### src/rtl/bcd_7seg_scan.sv
// Time-multiplexed 3-digit BCD driver for a common-anode 7-segment display.
// Loads are double-buffered and only take effect at a frame boundary, so a frame never tears.
module bcd_7seg_scan #(
  parameter int unsigned DIV = 1000
) (
  input  logic        clk,
  input  logic        rst_n,
  input  logic [11:0] BCD,
  input  logic        LD,
  input  logic        LZB,
  output logic [6:0]  SEG,
  output logic [2:0]  AN,
  output logic        ACK
);

  localparam int unsigned PW = (DIV > 2) ? $clog2(DIV) : 1;
  localparam logic [PW-1:0] PresLast = PW'(DIV - 1);

  logic [PW-1:0] presc_q, presc_d;
  logic [1:0]    idx_q, idx_d;
  logic [11:0]   disp_q, disp_d;
  logic [11:0]   pend_q, pend_d;
  logic          flag_q, flag_d;
  logic [6:0]    seg_q, seg_d;
  logic [2:0]    an_q, an_d;
  logic          ack_q, ack_d;

  logic          wrap, commit, blank;
  logic [3:0]    digit;

  function automatic logic [6:0] decode(input logic [3:0] d);
    logic [6:0] s;
    case (d)
      4'd0:    s = 7'h40;
      4'd1:    s = 7'h79;
      4'd2:    s = 7'h24;
      4'd3:    s = 7'h30;
      4'd4:    s = 7'h19;
      4'd5:    s = 7'h12;
      4'd6:    s = 7'h02;
      4'd7:    s = 7'h78;
      4'd8:    s = 7'h00;
      4'd9:    s = 7'h10;
      default: s = 7'h3F;
    endcase
    return s;
  endfunction

  always_comb begin
    wrap    = (presc_q == PresLast);
    presc_d = wrap ? '0 : presc_q + 1'b1;
    idx_d   = idx_q;
    if (wrap) idx_d = (idx_q == 2'd2) ? 2'd0 : idx_q + 2'd1;

    commit = wrap && (idx_q == 2'd2) && flag_q;
    disp_d = commit ? pend_q : disp_q;

    // A load coinciding with a commit becomes the next pending value.
    pend_d = pend_q;
    flag_d = flag_q;
    if (LD) begin
      pend_d = BCD;
      flag_d = 1'b1;
    end else if (commit) begin
      flag_d = 1'b0;
    end
    ack_d = commit;

    // Outputs are computed from next-state values so the registered drive lines up with the
    // counters without an extra cycle of lag.
    case (idx_d)
      2'd0:    digit = disp_d[3:0];
      2'd1:    digit = disp_d[7:4];
      default: digit = disp_d[11:8];
    endcase
    blank = LZB && (((idx_d == 2'd2) && (disp_d[11:8] == 4'd0)) ||
                    ((idx_d == 2'd1) && (disp_d[11:4] == 8'd0)));

    seg_d = 7'h7F;
    an_d  = 3'b111;
    if ((presc_d != '0) && !blank) begin
      seg_d = decode(digit);
      case (idx_d)
        2'd0:    an_d = 3'b110;
        2'd1:    an_d = 3'b101;
        default: an_d = 3'b011;
      endcase
    end
  end

  always_ff @(posedge clk or negedge rst_n) begin
    if (!rst_n) begin
      presc_q <= '0;
      idx_q   <= 2'd0;
      disp_q  <= 12'h000;
      pend_q  <= 12'h000;
      flag_q  <= 1'b0;
      seg_q   <= 7'h7F;
      an_q    <= 3'b111;
      ack_q   <= 1'b0;
    end else begin
      presc_q <= presc_d;
      idx_q   <= idx_d;
      disp_q  <= disp_d;
      pend_q  <= pend_d;
      flag_q  <= flag_d;
      seg_q   <= seg_d;
      an_q    <= an_d;
      ack_q   <= ack_d;
    end
  end

  assign SEG = seg_q;
  assign AN  = an_q;
  assign ACK = ack_q;

endmodule

### config.mk
export PLATFORM = sky130hd
export DESIGN_NAME = bcd_7seg_scan
export DESIGN_NICKNAME = d
export VERILOG_FILES = /design/src/rtl/bcd_7seg_scan.sv
export SDC_FILE = /design/constraint.sdc
export NUM_CORES = 1
export LEC_CHECK = 0
export CAP_MARGIN = 40
export CORE_MARGIN = 2
export CORE_UTILIZATION = 60
export DETAILED_ROUTE_END_ITERATION = 10
export PLACE_DENSITY = 0.82
export SETUP_SLACK_MARGIN = 0.2
export SLEW_MARGIN = 10
export SYNTH_ARGS = -nofsm -noshare
export SYNTH_HDL_FRONTEND = slang
export SYNTH_SLANG_ARGS = --single-unit
### constraint.sdc
create_clock -name clk -period 6.44 [get_ports clk]
set_input_delay 1.288 -clock clk [delete_from_list [all_inputs] [get_ports clk]]
set_output_delay 1.288 -clock clk [all_outputs]
set_load 0.05 [all_outputs]
==> key figures <==
Run status
  – Outcome: complete, no violations

Clock tree
  – CTS Hold Buffers Added: 0
  – Clock Path Buffers: 2
  – Worst skew pair latency: 300 ps
  – H-tree levels: 2
  – Worst-path clk slew: 80 ps
  – CTS Sinks: 48
  – Post-CTS setup repair buffer count: 0
  – CTS Buf Count: 5
  – Post-cts sizing count: 0
  – Clock root buffer: clkbuf_8
  – TritonCTS clock tree: built

Floorplanning
  – Die height: 69.0 um
  – Initial Utilization: 63.0%
  – IO Pins: 27
  – Horiz. Die Dim: 69.0 um
  – Total core area: 4030 um^2
  – Die footprint: 4770 um^2
  – Cell Rows: 23

Setup path
  – Critical path startpoint category: register
  – CP Max Fanout: 18
  – CP peak stage delay: 650 ps
  – Crit end category: register
  – CP Class: reg -> reg
  – CP cell instances: or3b_1, nor3_4, mux2i_1, o21ai_1, ha_1, or3_1, a21oi_1, o21ai_1
  – Critical path's slowest cell: nor3_4
  – Crit-path most repeated cell: o21ai_1
  – Crit path arrival time: 3190 ps
  – Req. time, crit path: 6660 ps

Yosys
  – Cell variety after synth: 54
  – Post-Synth XOR/XNOR Area: 2.76%
  – Number of synthesized register bits: 48
  – Ys Warns: 0
  – Post-Synthesis Cells: 225
  – Syn Nets: 248
  – Asr flop ratio synth: 100%
  – Mean Syn Cell Area: 11.3 um^2
  – Post-synth EDFFs: 0
  – Largest family of logic cells by synthesized area: compound AO/OA/AOI/OAI gates
  – Post-synthesis simple-gate area fraction: 14.4%
  – Adder-Cell Fraction of Synth Area: 3.85%
  – Multiplexer share of the synthesized area: 13.2%
  – Main synth FF type: dfrtp_1
  – Mapped Area: 2540 um^2
  – Sequential fraction of the synthesis area: 47.8%
  – Synth Area in Compound Gates: 14.8%

Timing
  – Final setup TNS: 0 ps
  – Worst-margin pin slew: 726 ps
  – Unrepaired setup endpoints after global routing: no
  – Max Slew Vio Count: 0
  – Hold Vio Cnt, Final: 0
  – Rel. slew slack: 51.5%
  – Final setup vio count: 0
  – Worst Skew: 7.29 ps
  – Max Freq: 0.336 GHz
  – Final period utilization: 46.2%
  – Fin crit period: 2970 ps

Drt
  – Drt total wl: 4620 um
  – Via Count: 1,824
  – DR iter-0 viols: 155
  – Final ANT Viol Nets: 0
  – Pre-antenna DRT Iters: 5
  – # DRC: 0
  – Vias per cell: 6.16
  – Wirelength per Cell: 15.6 um

Place
  – Placed Instances: 288
  – Placer Congestion: 0.825
  – I/O Buffers: 26
  – Hpwl dp: 3420 um

Pwr
  – Comb power frac: 5.1%
  – Pwr Density: 180 nW/um^2
  – Sequential share of power: 59.8%
  – Max VDD drop: 0.146 mV
  – Switching share of total power: 21.5%
  – P_leak: 1.26 nW
  – Total power: 0.525 mW
  – Total net switching power: 0.113 mW
  – Int Power: 0.412 mW
  – Clock power frac: 35.1%

Final layout
  – Synth-to-layout area growth: 14.7%
  – Number of non-filler instances in the completed layout: 296
  – Multi-input logic area: 1240 um^2
  – Register Area: 1210 um^2
  – Most frequent cells in the layout: dfrtp_1, mux2_2, clkdlybuf4s50_1
  – Post-layout util: 72.3%
  – Fillers: 292
  – Proportion of layout cells with a drive suffix above 1: 22.4%
  – Antenna cell count: 0
  – Nets: 268
  – Most common cell after layout, fill and taps aside: dfrtp_1

Min path
  – Type of the worst min-delay path: reg -> reg

GRT
  – Tot GR Track Use: 21.7%
  – Largest net degree at the start of global routing: 33
  – First-pass GRT wire length: 8560 um
  – Overflow after GRT: 0
  – Number of global-route vias before repair: 1,877
  – Initial antenna violation count: 0

Flow run
  – # Max-Cap Violations: 0
routing by layer:
layer / up-vias / wire length, um / GRT usage (%)
met4: 0 / 92 / 8.93
met3: 12 / 217 / 3.36
met5: - / 0 / 0
li1: 873 / - / -
met1: 879 / 2080 / 28.6
met2: 60 / 2230 / 36.0
power groups by stage:
stage | clock network [mW] | logic [mW] | registers, mW
finish | 0.184 | 0.0267 | 0.314
CTS | 0.188 | 0.0275 | 0.315
global placement | 0 | 0.0250 | 0.320
detailed placement | 0 | 0.0275 | 0.320
global route | 0.201 | 0.0299 | 0.316
floorplan | 0 | 0.0100 | 0.318
cell usage after synthesis, types with 3 or more instances:
library cell	n	area share, %
a21oi_1	5	0.99
buf_2	4	0.79
xnor2_1	6	2.1
nand3_1	3	0.59
a32oi_1	5	1.7
a21o_1	4	1.2
nand2_1	14	2.1
and3_1	6	1.5
nor3b_1	3	0.89
dfrtp_1	38	37
mux2i_1	3	1.2
ha_1	7	3.5
dfstp_2	10	10
mux2_2	27	12
o21ai_0	6	1.2
nand3b_1	5	1.5
nor2_1	10	1.5
clkbuf_1	8	1.2
nor4_1	4	0.99
inv_1	5	0.74
a311oi_1	3	1.0
o21ai_1	7	1.4
worst max-delay path: cells and delay by family (launching register included):
family	cells	cell delay, ps
flip-flops	1	450
adder cells (fa/ha/maj)	1	220
multiplexers	1	290
AO/OA/AOI/OAI	3	390
AND/OR/NAND/NOR	3	1540
flip-flops by register name, summed over array words and instances (netlist names):
signal and flops:
ACK 1, AN 3, SEG 7, disp_q 12, flag_q 1, idx_q 2, pend_q 12, presc_q 10
area by class of cell:
| type | instances | area share, % |
|---|---|---|
| inverters | 5 | 0.645 |
| clock inverters | 2 | 0.516 |
| clock buffers | 6 | 2.84 |
| well taps | 50 | 2.15 |
| multi-input cells | 158 | 42.7 |
| repair buffers | 27 | 9.45 |
| flip-flops and latches | 48 | 41.7 |
through the flow:
step | hold slack (ps) | setup WS (ps) | instance area (um^2)
detailed placement | 457 | 3500 | 2810
finish | 470 | 3470 | 2910
floorplan | 424 | 3910 | 2540
CTS | 469 | 3470 | 2910
global route | 512 | 3290 | 2910
global placement | 459 | 3610 | 2790
cells by family after synthesis:
group	after synthesis
xor+xnor	8
buf+inv	19
simple gates	63
fa+ha+maj	8
flops	48
compound gates	49
mux	30
path summary, 6_finish.rpt:
path / startpoint / end / slack [ps] / cells after the start
setup reg to reg: presc_q[4] / SEG[3] / 3470 / 8
setup / recovery: presc_q[4] / SEG[3] / 3470 / 8
hold / removal: presc_q[0] / presc_q[0] / 470 / 1
hold reg to reg: presc_q[0] / presc_q[0] / 470 / 1
min in group asynchronous: rst_n / presc_q[7] / 900 / 1
max in group asynchronous: rst_n / disp_q[0] / 5060 / 2
(Power assumes the default switching activity.)
==> variant 1: new RTL, config.mk and constraints unchanged <==
Register the output `AN` once more, with the module's reset; this adds one clock of latency there. The other outputs are not delayed to match.
--- a/src/rtl/bcd_7seg_scan.sv
+++ b/src/rtl/bcd_7seg_scan.sv
@@ -111,7 +111,13 @@
   end
 
   assign SEG = seg_q;
-  assign AN  = an_q;
+  always_ff @(posedge clk or negedge rst_n) begin
+    if (!rst_n) begin
+      AN <= '0;
+    end else begin
+      AN <= an_q;
+    end
+  end
   assign ACK = ack_q;
 
 endmodule
Behaviour: not the same (a bounded check fails within 4 cycles, from zero or initial values and one cycle with rst_n low).
==> variant 1 against the unedited design <==
Area after synthesis is 3.0% higher; sequential power is 6% higher; sequential cell count is 3 higher; count of clock-buffer cells in the layout stayed put; total power is 2.4% higher; core utilization is 0.51 points higher; non-clock buffer count stayed put; final area is 2.1% higher; critical path depth stayed put; worst setup slack better by 7.4 ps; routed wire length is 5.2% higher.
==> variant 1: results <==
group,metric,value,unit
run_status,status,"finished, final reports clean",
floorplanning,row_count,23,
routing,drt-total-wl,4.86,mm
cells_and_area,nNetsFinal,271,
sta,whs,392,ps
clock_tree,cts_made_buffers,5,
global_routing,grt_pass1_wl,8.76,mm
clock_tree,path_clk_slew,90,ps
clock_tree,clock-sinks,51,
critical_path,crit_slowest_cell,"nor3_4",
cells_and_area,fillers,293,
logic_synthesis,yosysSeqAreaShare,49.3,%
cells_and_area,final_cell_area,2970,um2
worst_hold_path,hold_start,"an_q[2]",
placed_design,place_area,2890,um2
sta,fin_ws,3470,ps
power,pg_seq,333,uW
critical_path,cp.arrival,3190,ps
routing,first_pass_iters,4,
critical_path,path_class,"reg2reg",
clock_tree,htreeDepth,2,
routing,drtIter0Drc,79,
cells_and_area,seq_area_share,43.3,%
cells_and_area,nClkBuffers,6,
sta,relSlewSlack,53.7,%
routing,viasPerCell,6.10,
logic_synthesis,synth_top_area_share,39.3,%
cells_and_area,top_regs,"disp_q: 12 flops, pend_q: 12 flops, presc_q: 10 flops",
power,power.total,538,uW
global_routing,grt_usage,22.1,%
cells_and_area,buf_share,9.26,%
critical_path,crit_path_end,"SEG[3]",
power,power_leakage,1.29,nW
logic_synthesis,synth_commonest_cells,"dfrtp_1 (41), mux2_2 (27), nand2_1 (14)",
critical_path,cpPeakStageDelay,620,ps
critical_path,crit_fanout,18,
cells_and_area,drive_above_1_share,21.7,%
power,p_comb,26.8,uW
power,swShare,21.9,%
logic_synthesis,syn_avg_cell_area,11.5,um2
logic_synthesis,ys_top_cells_by_area,"dfrtp_1 (39%), mux2_2 (12%), dfstp_2 (10%), ha_1 (3.4%), nand2_1 (2.0%)",
placed_design,dp.cells,291,
placed_design,place_hpwl,3.52,mm
routing,wire_per_inst,16.3,um
sta,fin_skew,4.25,ps
logic_synthesis,synth_fp_nets,251,
cells_and_area,clkCellAreaFrac,2.86,%
power,ir_drop,0.170,mV
global_routing,grt_pass1_vias,1835,
global_routing,grt_max_degree,38,
placed_design,place.gp.congestion,0.882,
## variant 1: changes by cell type after synthesis, sizes merged
cell   before  now
dfrtp      38   41
## variant 1: how the worst min path moves through the flow
stage	end	depth (start not counted)
2_1_floorplan	AN[0]	0
3_3_place_gp	AN[2]	0
3_5_place_dp	AN[2]	0
4_1_cts	AN[2]	0
5_1_grt	AN[2]	0
6_report	AN[2]	0
## variant 1: routing by layer
layer  routed length, um  share of wire (%)  track usage, %  up-vias
met1                2190                 45            29.2      887
met2                2350                 48            36.2       48
met3                 223                4.6            4.91        9
met4                  95                2.0            7.48        0
met5                   0                  0               0        -
li1                    -                  -               -      880
## variant 1: logic make-up after synthesis
family,synth area share (%)
muxes,12.8
xor gates and xnor gates,2.68
buffers and inverters,3.07
AOI/OAI and AO/OA,14.4
DFF,49.3
adders and majority gates,3.74
and+or+nand+nor,14.0
==> variant 2: new RTL, same flow settings <==
Without the edit above. The parameter `DIV` goes from 1000 to 2000.
--- a/src/rtl/bcd_7seg_scan.sv
+++ b/src/rtl/bcd_7seg_scan.sv
@@ -1,7 +1,7 @@
 // Time-multiplexed 3-digit BCD driver for a common-anode 7-segment display.
 // Loads are double-buffered and only take effect at a frame boundary, so a frame never tears.
 module bcd_7seg_scan #(
-  parameter int unsigned DIV = 1000
+  parameter int unsigned DIV = 2000
 ) (
   input  logic        clk,
   input  logic        rst_n,
Formal check against the unedited RTL: no difference found for any inputs over 10 cycles, from zero or initial values and one cycle with rst_n low; that may be too few to reach the edited logic, so the function may still have changed.
==> variant 2 against the unedited design <==
Area after synthesis is 1.6% higher; via count down 3.5%; clock power up 22%; clock skew decreased by 1.5 ps; total power grew 8.5%; routed wire length grew 2.4%; final area is 2.2% higher; worst setup slack worse by 580 ps; critical path depth up 3; sequential cell count grew 1; worst hold slack improved by 48 ps; count of clock-buffer cells in the layout up 1; critical path type unchanged; largest power group unchanged.
==> variant 2: results <==
group,metric,value,unit
logic_synthesis,synth_commonest_cells,"dfrtp_1 (39), mux2_2 (28), nand2_1 (20)",
routing,vias,1761,
critical_path,cpPeakStageDelay,660,ps
clock_tree,cts_made_buffers,5,
routing,first_pass_iters,6,
routing,drtIter0Drc,186,
global_routing,grt_usage,22.3,%
logic_synthesis,synthAdderAreaFrac,3.40,%
clock_tree,cts_root_buffer,"clkbuf_8",
worst_hold_path,hp-class,"reg2reg",
clock_tree,htreeDepth,2,
critical_path,cp.arrival,3780,ps
placed_design,pre_cts_ws,2910,ps
cells_and_area,drive_above_1_share,23.3,%
routing,m1WireLength,2.16,mm
global_routing,grt_util_met1,29.7,%
global_routing,grt_max_degree,50,
cells_and_area,top_regs,"disp_q: 12 flops, pend_q: 12 flops, presc_q: 11 flops",
clock_tree,post_cts_buffers,0,
sta,worstMarginPinSlew,764,ps
placed_design,place_hpwl,3.40,mm
logic_synthesis,ys_top_cells_by_area,"dfrtp_1 (38%), mux2_2 (12%), dfstp_2 (10%), mux2i_1 (3.5%), ha_1 (3.4%)",
placed_design,place.gp.congestion,0.862,
logic_synthesis,synth_compound_area_share,10.5,%
critical_path,crit_fanout,11,
logic_synthesis,yosysWarnings,0,
logic_synthesis,ys_types,52,
placed_design,dp.cells,295,
critical_path,crit_slowest_cell,"a311oi_1",
routing,top_layer,"met4",
logic_synthesis,synth_ff_type,"dfrtp_1",
logic_synthesis,synth_fp_nets,251,
routing,met2_length,2.32,mm
routing,routed-wl-met3,188,um
logic_synthesis,synth_xor_area_share,3.06,%
clock_tree,path_clk_slew,90,ps
logic_synthesis,synth.mux.area_fraction,16.7,%
power,ir_drop,0.161,mV
logic_synthesis,synth-async-reset-ratio,100,%
logic_synthesis,syn_avg_cell_area,11.3,um2
logic_synthesis,synth.ff_latch_count,49,
power,power_leakage,1.32,nW
clock_tree,clockBufferDepth,2,
global_routing,grt_util_met3,4.94,%
routing,viasPerCell,5.81,
cells_and_area,fillers,278,
critical_path,path_delay_family,"simple AND/OR/NAND/NOR gates",
logic_synthesis,yosysSeqAreaShare,48.1,%
global_routing,use_met2,36.9,%
global_routing,antenna_found_initial,0,
sta,fin_skew,5.83,ps
cells_and_area,nNetsFinal,275,
routing,wire_per_inst,15.6,um
run_status,status,"finished, final reports clean",
clock_tree,insertion_delay,300,ps
global_routing,grt_pass1_wl,8.63,mm
cells_and_area,num_antenna_cells,0,
placed_design,place_area,2860,um2
==> variant 2: changes by cell type after synthesis, moves of 5 or more <==
| cell | delta |
|---|---|
| o21ai_1 | -5 |
| a32oi_1 | -5 |
| and3_1 | -5 |
| mux2i_1 | +6 |
| o21ai_0 | +5 |
| nand2_1 | +6 |
| nor2_1 | +7 |
==> variant 2: where the power goes <==
| group | leakage, nW | internal, mW | total (mW) | switching [mW] |
|---|---|---|---|---|
| clock network | 0.0585 | 0.127 | 0.224 | 0.0971 |
| logic | 0.659 | 0.0150 | 0.0247 | 0.00975 |
| registers | 0.602 | 0.315 | 0.321 | 0.00584 |
| total | 1.32 | 0.457 | 0.570 | 0.113 |
==> variant 2: path summary, 6_finish.rpt <==
| kind | start | endpoint | slack, ps | depth (start not counted) |
|---|---|---|---|---|
| setup / recovery | presc_q[0] | SEG[5] | 2880 | 11 |
| hold / removal | pend_q[11] | pend_q[11] | 520 | 1 |
| setup reg to reg | presc_q[0] | SEG[5] | 2880 | 11 |
| hold reg to reg | pend_q[11] | pend_q[11] | 520 | 1 |
| max in group asynchronous | rst_n | disp_q[1] | 4960 | 2 |
| min in group asynchronous | rst_n | presc_q[2] | 1060 | 2 |
==> variant 2: cell type report <==
type	instances	area [um2]	share of cell area (%)
clock inverters	1	30.0	1.01
repair buffers	29	282	9.46
multi-input cells	162	1260	42.3
flip-flops and latches	49	1240	41.6
well taps	50	62.6	2.10
inverters	5	18.8	0.631
clock buffers	7	86.3	2.90
==> variant 2: cells by family (layout without fill, tap and decap cells) <==
group | after synthesis | after routing
buf+inv | 17 | 42
fa+ha+maj | 7 | 7
xor+xnor | 9 | 9
compound gates | 37 | 37
simple gates | 70 | 70
flops | 49 | 49
mux | 39 | 39
